**src/rtl/wireless_requester.sv**
```systemverilog
// Requesting end of the single-byte request/response link: polls telemetry
// bytes into shadow registers and commits them as one frame, or writes a setting.
module wireless_requester #(
    parameter int TIMEOUT_CYCLES = 50000,
    parameter int MAX_RETRY      = 3
) (
    input  logic        clk,
    input  logic        rst_n,
    input  logic        poll_req,
    input  logic        cfg_heart_req,
    input  logic [7:0]  cfg_heart_val,
    input  logic        cfg_wheel_req,
    input  logic [7:0]  cfg_wheel_val,
    output logic        transmit,
    output logic [7:0]  tx_byte,
    input  logic        received,
    input  logic [7:0]  rx_byte,
    input  logic        is_transmitting,
    output logic [7:0]  heart_rate,
    output logic [9:0]  resolved_angle,
    output logic [7:0]  speed,
    output logic [11:0] adc,
    output logic        frame_valid,
    output logic        cfg_done,
    output logic        busy,
    output logic        err_timeout,
    output logic        err_nack
);
    localparam int TW = $clog2(TIMEOUT_CYCLES + 1);
    localparam int RW = $clog2(MAX_RETRY + 2);

    typedef enum logic [2:0] {IDLE, LOAD, SEND, WAIT, COMMIT, ABORT} state_t;
    typedef enum logic [1:0] {OP_POLL, OP_HEART, OP_WHEEL} op_t;

    state_t        state, next_state;
    op_t           op;
    logic [2:0]    step;
    logic [RW-1:0] retry_cnt;
    logic [TW-1:0] timer;
    logic [7:0]    cfg_val;
    logic [7:0]    load_byte;
    logic          pend_poll, pend_heart, pend_wheel;
    logic          last_nack;
    logic [7:0]    sh_hr, sh_speed, sh_adc_lo;
    logic [9:0]    sh_angle;

    logic want_heart, want_wheel, want_poll;
    logic take_heart, take_wheel, take_poll, accept;
    logic is_cfg, in_wait, got_nack, got_timeout, fail, step_ok, last_step, exhausted;

    assign want_heart  = pend_heart | cfg_heart_req;
    assign want_wheel  = pend_wheel | cfg_wheel_req;
    assign want_poll   = pend_poll  | poll_req;
    assign take_heart  = (state == IDLE) && want_heart;
    assign take_wheel  = (state == IDLE) && !want_heart && want_wheel;
    assign take_poll   = (state == IDLE) && !want_heart && !want_wheel && want_poll;
    assign accept      = take_heart | take_wheel | take_poll;

    // A received pulse beats a timeout expiring on the same cycle.
    assign is_cfg      = (op != OP_POLL);
    assign in_wait     = (state == WAIT);
    assign got_nack    = in_wait && received && is_cfg && (rx_byte != 8'd1);
    assign got_timeout = in_wait && !received && (timer == TW'(TIMEOUT_CYCLES - 1));
    assign fail        = got_nack | got_timeout;
    assign step_ok     = in_wait && received && !got_nack;
    assign last_step   = is_cfg ? (step == 3'd1) : (step == 3'd5);
    assign exhausted   = (retry_cnt == RW'(MAX_RETRY));

    always_comb begin
        load_byte = 8'd0;
        case (op)
            OP_POLL: begin
                case (step)
                    3'd0:    load_byte = 8'd1;
                    3'd1:    load_byte = 8'd2;
                    3'd2:    load_byte = 8'd3;
                    3'd3:    load_byte = 8'd4;
                    3'd4:    load_byte = 8'd7;
                    default: load_byte = 8'd8;
                endcase
            end
            OP_HEART: load_byte = (step == 3'd0) ? 8'd5 : cfg_val;
            default:  load_byte = (step == 3'd0) ? 8'd6 : cfg_val;
        endcase
    end

    always_ff @(posedge clk or negedge rst_n) begin
        if (!rst_n) state <= IDLE;
        else        state <= next_state;
    end

    always_comb begin
        next_state = state;
        case (state)
            IDLE:   if (accept) next_state = LOAD;
            LOAD:   next_state = SEND;
            SEND:   if (!is_transmitting) next_state = WAIT;
            WAIT: begin
                if (step_ok)   next_state = last_step ? COMMIT : LOAD;
                else if (fail) next_state = exhausted ? ABORT : SEND;
            end
            COMMIT: next_state = IDLE;
            ABORT:  next_state = IDLE;
            default: next_state = IDLE;
        endcase
    end

    always_comb begin
        transmit    = (state == SEND) && !is_transmitting;
        busy        = (state != IDLE);
        frame_valid = (state == COMMIT) && (op == OP_POLL);
        cfg_done    = (state == COMMIT) && (op != OP_POLL);
    end

    // The final poll response goes straight into the outputs together with the
    // shadows, so the frame appears whole on the COMMIT cycle.
    always_ff @(posedge clk or negedge rst_n) begin
        if (!rst_n) begin
            op <= OP_POLL; step <= 3'd0; retry_cnt <= '0; timer <= '0;
            cfg_val <= 8'd0; tx_byte <= 8'd0; last_nack <= 1'b0;
            pend_poll <= 1'b0; pend_heart <= 1'b0; pend_wheel <= 1'b0;
            err_timeout <= 1'b0; err_nack <= 1'b0;
            sh_hr <= 8'd0; sh_angle <= 10'd0; sh_speed <= 8'd0; sh_adc_lo <= 8'd0;
            heart_rate <= 8'd0; resolved_angle <= 10'd0; speed <= 8'd0; adc <= 12'd0;
        end else begin
            pend_heart <= want_heart & ~take_heart;
            pend_wheel <= want_wheel & ~take_wheel;
            pend_poll  <= want_poll  & ~take_poll;
            timer      <= in_wait ? timer + TW'(1) : '0;
            if (accept) begin
                op          <= take_heart ? OP_HEART : (take_wheel ? OP_WHEEL : OP_POLL);
                cfg_val     <= take_heart ? cfg_heart_val : cfg_wheel_val;
                step        <= 3'd0;
                retry_cnt   <= '0;
                err_timeout <= 1'b0;
                err_nack    <= 1'b0;
            end
            if (state == LOAD) tx_byte <= load_byte;
            if (fail) begin
                last_nack <= got_nack;
                if (!exhausted) retry_cnt <= retry_cnt + RW'(1);
            end
            if (step_ok) begin
                step      <= step + 3'd1;
                retry_cnt <= '0;
                if (op == OP_POLL) begin
                    case (step)
                        3'd0: sh_hr          <= rx_byte;
                        3'd1: sh_angle[9:8]  <= rx_byte[1:0];
                        3'd2: sh_angle[7:0]  <= rx_byte;
                        3'd3: sh_speed       <= rx_byte;
                        3'd4: sh_adc_lo      <= rx_byte;
                        default: begin
                            heart_rate     <= sh_hr;
                            resolved_angle <= sh_angle;
                            speed          <= sh_speed;
                            adc            <= {rx_byte[3:0], sh_adc_lo};
                        end
                    endcase
                end
            end
            if (state == ABORT) begin
                err_timeout <= !last_nack;
                err_nack    <= last_nack;
                sh_hr <= 8'd0; sh_angle <= 10'd0; sh_speed <= 8'd0; sh_adc_lo <= 8'd0;
            end
        end
    end
endmodule

```
**config.mk**
```make
export PLATFORM = sky130hd
export DESIGN_NAME = wireless_requester
export DESIGN_NICKNAME = d
export VERILOG_FILES = /design/src/rtl/wireless_requester.sv
export SDC_FILE = /design/constraint.sdc
export NUM_CORES = 1
export LEC_CHECK = 0
export ABC_CLOCK_PERIOD_IN_PS = 5450
export CAP_MARGIN = 20
export CORE_ASPECT_RATIO = 0.7
export CORE_MARGIN = 10
export CORE_UTILIZATION = 50
export CTS_CLUSTER_DIAMETER = 60
export CTS_CLUSTER_SIZE = 8
export DETAILED_ROUTE_END_ITERATION = 8
export PLACE_DENSITY = 0.75
export SETUP_SLACK_MARGIN = 0.05
export SYNTH_ARGS = -nofsm -noshare
export SYNTH_HDL_FRONTEND = slang
export SYNTH_SLANG_ARGS = --single-unit
```
**constraint.sdc**
```tcl
create_clock -name clk -period 5.45 [get_ports clk]
set_input_delay 0.545 -clock clk [delete_from_list [all_inputs] [get_ports clk]]
set_output_delay 0.545 -clock clk [all_outputs]
set_load 0.005 [all_outputs]
```
* Word-level counts from Yosys, hierarchy flattened *
Index checks and enable logic that the tools add are counted.

word-level totals
  register bits = 121
  bits in latches = 0
  bits in writable memories = 0
  memory bits (read-only) = 0
  input port bits = 31
  memories = 0

operators by class
  $add $sub $neg = 3
  $mul = 0
  divide/modulo/power cells = 0
  order comparisons = 0
  equality and inequality tests = 17
  shift-type cells = 0
  muxes and demuxes = 42
  bitwise operators = 13
  reduce and logical (&&, ||, !) cells = 42

operator list
  operator                                       number
  2-to-1 mux 8 bit                               16
  2-to-1 mux 3 bit                               12
  2-to-1 mux 10 bit                              3
  AND reduction 3 bit                            7
  case mux 4 bit (5 select lines)                1
  nonzero test 2 bit                             10
  adder 16 x 1 -> 16 bit, second input constant  1
  == test 16 bit, second input constant          1
  2-to-1 mux 16 bit                              1
  case mux 8 bit (2 select lines)                1
  == test 3 x 2 -> 1 bit, second input constant  5
  logical AND 1 bit                              14
  == test 3 bit, second input constant           4
  case mux 3 bit (4 select lines)                1
  != test 8 x 1 -> 1 bit, second input constant  1
  adder 3 x 1 -> 3 bit, second input constant    2
  == test 3 x 1 -> 1 bit, second input constant  2
  zero test 1 bit                                6
  zero test 3 bit                                2
  2-to-1 mux 2 bit                               3
  OR 1 bit                                       6
  OR reduction 5 bit                             1
  2-to-1 mux 1 bit                               4
  != test 2 bit, second input constant           2
  6 further kinds                                11

* Logic depth before layout (Yosys ltp) *
Gate-level depths: netlist (run 1).

  word-level depth = 10
  depth in mapped cells = 8
  mapped depth without buffers = 6

* Worst setup path before layout (run 1) *
OpenSTA, ideal clock, no wires.

  path kind = input port to flip-flop
  start = in cfg_wheel_req
  end = reg state[0]
  library setup time = 0.120 ns
  data arrival time = 1.686 ns
  slack = 3.644 ns
  cell stages on the path = 4
  path buffers = 0
  cells stage by stage = or4_1 > o311ai_0 > o31ai_1 > a31o_2

between the ends
  word-level cells in the longest chain between the ends = 7

RTL lines
  element                                   line  text
  start: declaration                        12    input logic cfg_wheel_req,
  OR 1 bit (*)                              52    assign want_wheel = pend_wheel | cfg_wheel_req;
  zero test 1 bit                           56    assign take_poll = (state == IDLE) && !want_heart && !want_wheel && want_poll;
  logical AND 1 bit (2 in a row)            56
  OR 1 bit (*)                              57    assign accept = take_heart | take_wheel | take_poll;
  != test 2 bit (no source line) (*)        --
  AND reduction 3 bit (no source line) (*)  --
  end signal: assignment                    89    else state <= next_state;
  end: declaration                          35    state_t state, next_state;

Mark *: on every way between the ends. The rest lies on a longest branch, timed or not.
A chain may end at the register's enable or synchronous reset.

* Final worst setup path (run 1) *
  start = reg state[0]
  end = out busy

between the ends
  word-level cells in the longest chain between the ends = 1

RTL lines
  element             line  text
  nonzero test 3 bit  110   busy = (state != IDLE);
  end: declaration    25    output logic busy,

No other way between the ends.

==> reports/qor.csv, run 1 <==
stage,metric,value,unit
worst_setup_path,worst stage delay on the critical path,0.55,ns
sta,setup violators final,0,
global_route,vias in the first global route,3918,
final_layout,NumNets Final,589,
job,Max-cap violations,0,
global_route,met3 usage,0.06173,
sta,Worst Max-Slew Pin Slew,0.9443,ns
global_route,GRT overflow,0,
floorplan,Initial Utilization,0.5148,
sta,fin. max-slew vios,0,
final_layout,Layout area overhead,27.30,%
sta,setup_tns,0,ns
synthesis,Post-synth ARST share,1.000,
clocking,Worst-path clk slew,0.05,ns
drt,drt total wl,12.38,mm
outcome,outcome,"finished, final reports clean",
global_route,GRT met1 Usage,0.2310,
synthesis,Netlist cell types,55,
final_layout,layout cell share with drive strength beyond 1,0.1439,
power_and_ir_drop,switching share of power,0.2999,
synthesis,syn nets,508,
worst_setup_path,WS Path Type,reg -> out,
floorplan,area of the core,10430,sq um
worst_setup_path,CP Cell Sequence,nor3_1 > inv_1 > clkdlybuf4s50_1,
global_route,initial antenna violation count,0,
synthesis,"top cells by count, synth","dfrtp_1 (121), nand2_1 (58), o21ai_0 (44), nor2_1 (38)",
power_and_ir_drop,maximum VDD drop,0.0002839,V
global_route,global-route wire length before repair,20.58,mm
sta,max_slew headroom,0.3705,
drt,drc violations,0,
clocking,Root Buffer,clkbuf_16,
placement,instance area after placement,6231,sq um
synthesis,synthesized flop and latch total,121,
clocking,H-Tree Depth,4,
drt,DRT iter0 DRCs,356,
synthesis,sequential fraction of the synthesis area,0.5637,
sta,Final Cycle Share,0.5278,
synthesis,average size of a mapped cell,11.43,sq um
global_route,largest net degree at the start of global routing,75,
final_layout,antenna cells,0,
clocking,clock buffer count from CTS,17,
worst_setup_path,CP Capture Type,output port,
sta,clock skew,0.008550,ns
worst_setup_path,critical path required time,4.91,ns
global_route,grt peak-use layer,met2,
drt,drt first pass iters,6,
sta,fin crit period,2.876,ns
power_and_ir_drop,standby leakage power,3.104,nW
synthesis,post-synth top area cell,dfrtp_1,
global_route,Total GRT Usage,0.1681,
power_and_ir_drop,Sequential Power Share,0.390,
placement,Post-DP HPWL,8.681,mm
clocking,cts repair resizes,0,
sta,Fmax achieved,347.6,MHz
clocking,Bufs on Longest Clock Path,2,
synthesis,Synth Warn #,0,
drt,post-route ant nets,0,
sta,unrepaired setup endpoints after global routing,false,
synthesis,post-synth top area share,0.5637,
clocking,Setup Buffers After CTS,0,
synthesis,synth top area cells,"dfrtp_1 (56%), mux2_4 (5.6%), mux2_2 (4.2%)",
final_layout,Post-Layout Inst Area,6838,sq um
synthesis,"Cell Area, Synth",5371,sq um
synthesis,top_reg_cell synth,dfrtp_1,
floorplan,Die Span Y,106.7,um
clocking,clock latency on the worst-skew pair,0.42,ns
worst_setup_path,Crit-path slowest cell,nor3_1,
power_and_ir_drop,Cell Int Power,2.440,mW
sta,Fin. Hold Viols,0,
drt,Routed wire per std cell,17.81,um
clocking,hold buffer count at CTS,0,
floorplan,die width,143.9,um
synthesis,"EDFF count, synth",0,
worst_setup_path,CP max FO,12,
placement,placer congestion estimate,0.8248,
worst_setup_path,CP startpoint kind,flop,
floorplan,die area,15350,sq um
global_route,grt met2 use,0.2437,
power_and_ir_drop,clock network power share,0.319,
min_path,Hold Path Class,in -> async,
drt,Vias,3865,
placement,port bufs,82,
drt,post-DR vias/cell,5.561,
worst_setup_path,Critical Path AT,2.33,ns
power_and_ir_drop,pwr dens,509.8,nW/um^2
synthesis,Syn Inst Count,470,
power_and_ir_drop,NetSw,1.045,mW
clocking,# clock sinks,121,
clocking,CTS tree,done,
floorplan,Ports,83,
synthesis,cell with the most instances after synthesis,dfrtp_1,
floorplan,row count,31,
power_and_ir_drop,Logic pwr share,0.291,
==> flip-flops by register name, indices dropped and copies added, names as in the netlist, 2 cells and up <==
name	cells
sh_hr	8
tx_byte	8
state	3
speed	8
retry_cnt	3
sh_adc_lo	8
step	3
heart_rate	8
sh_speed	8
resolved_angle	10
sh_angle	10
timer	16
adc	12
cfg_val	8
op	2
==> cell families after synthesis <==
family | after synthesis | synth area share
AOI/OAI and AO/OA | 93 | 0.1081
xor gates and xnor gates | 11 | 0.01794
adders and majority gates | 7 | 0.01630
buffers and inverters | 35 | 0.03354
DFF | 121 | 0.5637
muxes | 54 | 0.1239
and+or+nand+nor | 149 | 0.1365
==> final cells by class <==
class / instances / area (sq um)
inverters: 11 / 41.29
clock inverters: 7 / 90.09
multi-input cells: 314 / 2163
fillers: 767 / 3596
repair buffers: 86 / 848.3
clock buffers: 24 / 501.7
flip-flops and latches: 121 / 3028
well taps: 132 / 165.2
==> path summary, 6_finish.rpt <==
kind / from / endpoint / slack [ns] / cells past startpoint
min: rst_n / resolved_angle[4]$_DFFE_PN0P_ / 0.27 / 1
min reg2reg: timer[0]$_DFF_PN0_ / timer[0]$_DFF_PN0_ / 0.45 / 1
max reg2reg: step[2]$_DFFE_PN0P_ / speed[0]$_DFFE_PN0P_ / 3.31 / 6
max: state[0]$_DFFE_PN0P_ / busy / 2.57 / 3
min in group clk: timer[0]$_DFF_PN0_ / timer[0]$_DFF_PN0_ / 0.45 / 1
max in group asynchronous: rst_n / sh_angle[7]$_DFFE_PN0P_ / 4.01 / 2
==> through the flow <==
stage          hold slack (ns)    util  power (mW)  instances  setup WS, ns
5_1_grt                 0.3549  0.6554       3.695        695         2.459
3_3_place_gp            0.4402  0.5972       2.347        662         2.806
2_1_floorplan           0.2494       -       1.933        470         3.644
4_1_cts                 0.3115  0.6539       3.511        693         2.622
6_report                0.2665  0.6554       3.486        695         2.574
3_5_place_dp            0.4442  0.5972       2.385        662         2.660
==> power by group through the flow <==
stage | Combinational (mW) | Sequential [mW] | Clock, mW
3_3_place_gp | 0.991 | 1.36 | 0
3_5_place_dp | 1.02 | 1.37 | 0
5_1_grt | 1.13 | 1.39 | 1.17
6_report | 1.02 | 1.36 | 1.11
4_1_cts | 1.03 | 1.36 | 1.13
2_1_floorplan | 0.622 | 1.31 | 0
==> routing by layer <==
layer  vias to the layer above  wire length [um]
li1                       1837                 -
met1                      1905              5863
met2                       112              5625
met3                        11               802
met4                         0                85
met5                         -                 0
==> critical path: cells and delay by family, from the launching register on <==
kind / cells / cell delay [ns]
buffers and inverters: 2 / 0.85
flip-flops: 1 / 0.51
AND/OR/NAND/NOR: 1 / 0.55
==> placed cells by master, fill, tap and decap left out, types with 4 or more instances in the layout <==
cell and n:
inv_1 11, clkbuf_8 5, nand3_1 7, a22oi_1 9, nand2_1 58, o21ai_0 44, clkdlybuf4s50_1 81, buf_4 5
ha_1 7, a21oi_1 9, dfrtp_1 121, mux2_4 20, or3_1 4, mux2i_1 14, nor2_1 38, a22o_1 6
and4_1 4, o31ai_1 4, clkbuf_16 17, nand4_1 6, o211ai_1 4, xnor2_1 4, xor2_1 7, mux2_2 20
Power figures use the tool's default switching activity.
==> run 2: changes to the inputs <==
--- a/config.mk
+++ b/config.mk
@@ -5,15 +5,15 @@
 export SDC_FILE = /design/constraint.sdc
 export NUM_CORES = 1
 export LEC_CHECK = 0
-export ABC_CLOCK_PERIOD_IN_PS = 5450
+export ABC_CLOCK_PERIOD_IN_PS = 2400
 export CAP_MARGIN = 20
 export CORE_ASPECT_RATIO = 0.7
 export CORE_MARGIN = 10
-export CORE_UTILIZATION = 50
+export CORE_UTILIZATION = 49
 export CTS_CLUSTER_DIAMETER = 60
 export CTS_CLUSTER_SIZE = 8
 export DETAILED_ROUTE_END_ITERATION = 8
-export PLACE_DENSITY = 0.75
+export PLACE_DENSITY = 0.77
 export SETUP_SLACK_MARGIN = 0.05
 export SYNTH_ARGS = -nofsm -noshare
 export SYNTH_HDL_FRONTEND = slang
==> constraint.sdc (replaced) <==
create_clock -name clk -period 2.4 [get_ports clk]
set_input_delay 0.24 -clock clk [delete_from_list [all_inputs] [get_ports clk]]
set_output_delay 0.24 -clock clk [all_outputs]
set_load 0.005 [all_outputs]
==> run 2 against run 1 <==
  * Register-to-register slack lost 2.9 ns
  * Critical path depth is the same
  * Utilization grew 1.9 points
  * Global-route usage grew 0.27 points
  * Clock-buffer cell count shrank 3
  * Sequential share of layout area shrank 1.5 points
==> reports/qor.csv, run 2 (synthesis gave the netlist of run 1 again) <==
stage,metric,value,unit,change
global_route,initial antenna violation count,0,,unchanged
sta,setup_tns,0,ns,unchanged
power_and_ir_drop,pwr dens,1176,nW/um^2,+130%
drt,met2 wire length,6.268,mm,+11%
clocking,Bufs on Longest Clock Path,2,,unchanged
power_and_ir_drop,standby leakage power,3.219,nW,+3.7%
sta,setup violators final,0,,unchanged
global_route,largest net degree at the start of global routing,48,,-36%
floorplan,area of the core,10510,sq um,+0.74%
final_layout,NumNets Final,604,,+2.5%
sta,unrepaired setup endpoints after global routing,false,,
drt,top sig layer,met4,,
clocking,H-Tree Depth,4,,unchanged
drt,drt total wl,13.10,mm,+5.8%
worst_setup_path,start of the worst register-to-register path,step[0]$_DFFE_PN0P_,,
power_and_ir_drop,maximum VDD drop,0.0006361,V,+120%
floorplan,Die Span Y,107.6,um,+0.83%
sta,Fmax achieved,458.3,MHz,
final_layout,Top reg by flops,timer,,
min_path,Hold Path Class,in -> async,,
drt,drc violations,0,,unchanged
drt,Routed wire per std cell,18.02,um,+1.2%
final_layout,Layout area overhead,31.91,%,
drt,post-DR vias/cell,5.547,,-0.25%
worst_setup_path,worst flop-to-flop path endpoint,resolved_angle[0]$_DFFE_PN0P_,,
worst_setup_path,CP Capture Type,output port,,
worst_setup_path,CP Cell Sequence,or2_2 > nor2_1 > clkdlybuf4s50_1,,
final_layout,"commonest non-fill, non-tap cell in the layout",dfrtp_1,,
worst_setup_path,cell family with most CP delay,simple AND/OR/NAND/NOR gates,,
outcome,outcome,"finished, final reports clean",,
worst_setup_path,Crit-path slowest cell,clkdlybuf4s50_1,,
sta,Final Cycle Share,0.9091,,
clocking,clock latency on the worst-skew pair,0.41,ns,about the same
final_layout,max FFs per register,16,,unchanged
worst_setup_path,Critical path buffers and inverters,1,,-1
worst_setup_path,critical path required time,2.16,ns,-2.75 ns
power_and_ir_drop,total power,8.332,mW,+140%
placement,Post-Place Worst Slack,0.1354,ns,-2.524 ns
drt,DR WL met3,685,um,-15%
worst_setup_path,CP max FO,9,,-3
floorplan,Ports,83,,unchanged
sta,clock skew,0.01048,ns,+0.001930 ns
placement,placer congestion estimate,0.8272,,+0.29%
drt,DRT iter0 DRCs,243,,-32%
final_layout,antenna cells,0,,unchanged
sta,fin crit period,2.182,ns,
floorplan,Initial Utilization,0.5110,,-0.003799
final_layout,fin cells,727,,+4.6%
job,Max-cap violations,0,,unchanged
floorplan,die width,145.1,um,+0.88%
clocking,CTS tree,done,,
floorplan,die area,15620,sq um,+1.7%
worst_setup_path,Critical Path AT,1.94,ns,-0.39 ns
global_route,GRT overflow,0,,unchanged
global_route,Total GRT Usage,0.1708,,+0.002678
worst_setup_path,r2r setup slk,0.46,ns,-2.85 ns
placement,instance area after placement,6409,sq um,+2.9%
sta,Hold WS,0.3919,ns,+0.1254 ns
worst_setup_path,WS Path Type,reg -> out,,
placement,Post-DP HPWL,9.147,mm,+5.4%
clocking,Root Buffer,clkbuf_16,,
final_layout,final core occ,0.6741,,+0.01873
clocking,Worst-path clk slew,0.05,ns,about the same
clocking,# clock sinks,121,,unchanged
worst_setup_path,worst stage delay on the critical path,0.52,ns,-0.03 ns
clocking,clock buffer count from CTS,17,,unchanged
worst_setup_path,R2R depth,6,,unchanged
worst_setup_path,CP startpoint kind,flop,,
drt,post-route ant nets,0,,unchanged
sta,Fin. Hold Viols,0,,unchanged
final_layout,"commonest non-fill, non-tap cells in the layout","dfrtp_1 (118), clkdlybuf4s50_1 (81), nand2_1 (58), o21ai_0 (44), nor2_1 (38)",,
final_layout,Post-Layout Inst Area,7086,sq um,+3.6%
sta,max_slew headroom,0.5807,,+0.2102
drt,drt first pass iters,4,,-2
placement,# placed instances,694,,+4.8%
drt,Vias,4033,,+4.3%
sta,fin. max-slew vios,0,,unchanged
final_layout,layout cell share with drive strength beyond 1,0.1727,,+0.02884
global_route,vias in the first global route,4168,,+6.4%
placement,port bufs,82,,unchanged
global_route,global-route wire length before repair,22.02,mm,+7.0%
floorplan,row count,31,,unchanged
final_layout,top flop regs,"timer: 16 flops, adc: 12 flops",,
sta,Worst Max-Slew Pin Slew,0.6290,ns,-0.3152 ns
sta,setup slack after layout,0.2182,ns,-2.355 ns
drt,met1 wire length,6.027,mm,+2.8%
[run 2: changes by cell type in the layout (fill, tap and decap cells not counted)]
cell           before  now
dfrtp_2             0    3
clkinv_2            3    2
buf_12              0    3
bufinv_16           2    5
dfrtp_1           121  118
clkinv_4            0    2
clkbuf_8            5    3
buf_4               5   16
dlygate4sd3_1       0    1
clkbuf_1            2    1
[run 2: layout make-up]
class / instances / area, sq um
clock buffers: 21 / 470.5
fillers: 757 / 3426
clock inverters: 11 / 192.7
well taps: 148 / 185.2
repair buffers: 101 / 1001
inverters: 11 / 41.29
flip-flops and latches: 121 / 3032
multi-input cells: 314 / 2163
[run 2: worst max-delay path by stage]
stage,start,end,cells after the start
finish,op[0]$_DFFE_PN0P_,frame_valid,3
global placement,rx_byte[2],retry_cnt[1]$_DFF_PN0_,6
global route,state[1]$_DFFE_PN0P_,transmit,3
floorplan,step[0]$_DFFE_PN0P_,heart_rate[0]$_DFFE_PN0P_,8
detailed placement,rx_byte[2],retry_cnt[1]$_DFF_PN0_,6
CTS,state[1]$_DFFE_PN0P_,transmit,3
[run 2: worst register-to-register path, stage by stage, from the launching register on]
cell and delay (ns):
dfrtp_1 0.44, inv_1 0.09, ha_1 0.26, o21ai_0 0.24, nand4_1 0.18, buf_12 0.24
mux2_4 0.36
[run 2: power by group]
part / leakage, nW / internal (mW) / switching (mW) / total (mW)
clock network: 0.319 / 1.92 / 0.897 / 2.82
logic: 1.31 / 1.31 / 1.10 / 2.41
registers: 1.59 / 2.65 / 0.450 / 3.10
total: 3.22 / 5.89 / 2.44 / 8.33
[run 2: timing repair]
action | in CTS | in global routing
gates resized for setup | 0 | 3
endpoints found under the setup margin | 0 | 2
hold buffers | 1 | 0
endpoints found under the hold margin | 44 | 0
buffers inserted | 0 | 0
[run 2: metal layers]
| metal | global-route usage | up-vias |
|---|---|---|
| li1 | - | 1867 |
| met1 | 0.2264 | 2048 |
| met2 | 0.2722 | 107 |
| met3 | 0.04914 | 11 |
| met4 | 0.04101 | 0 |
| met5 | 0 | - |
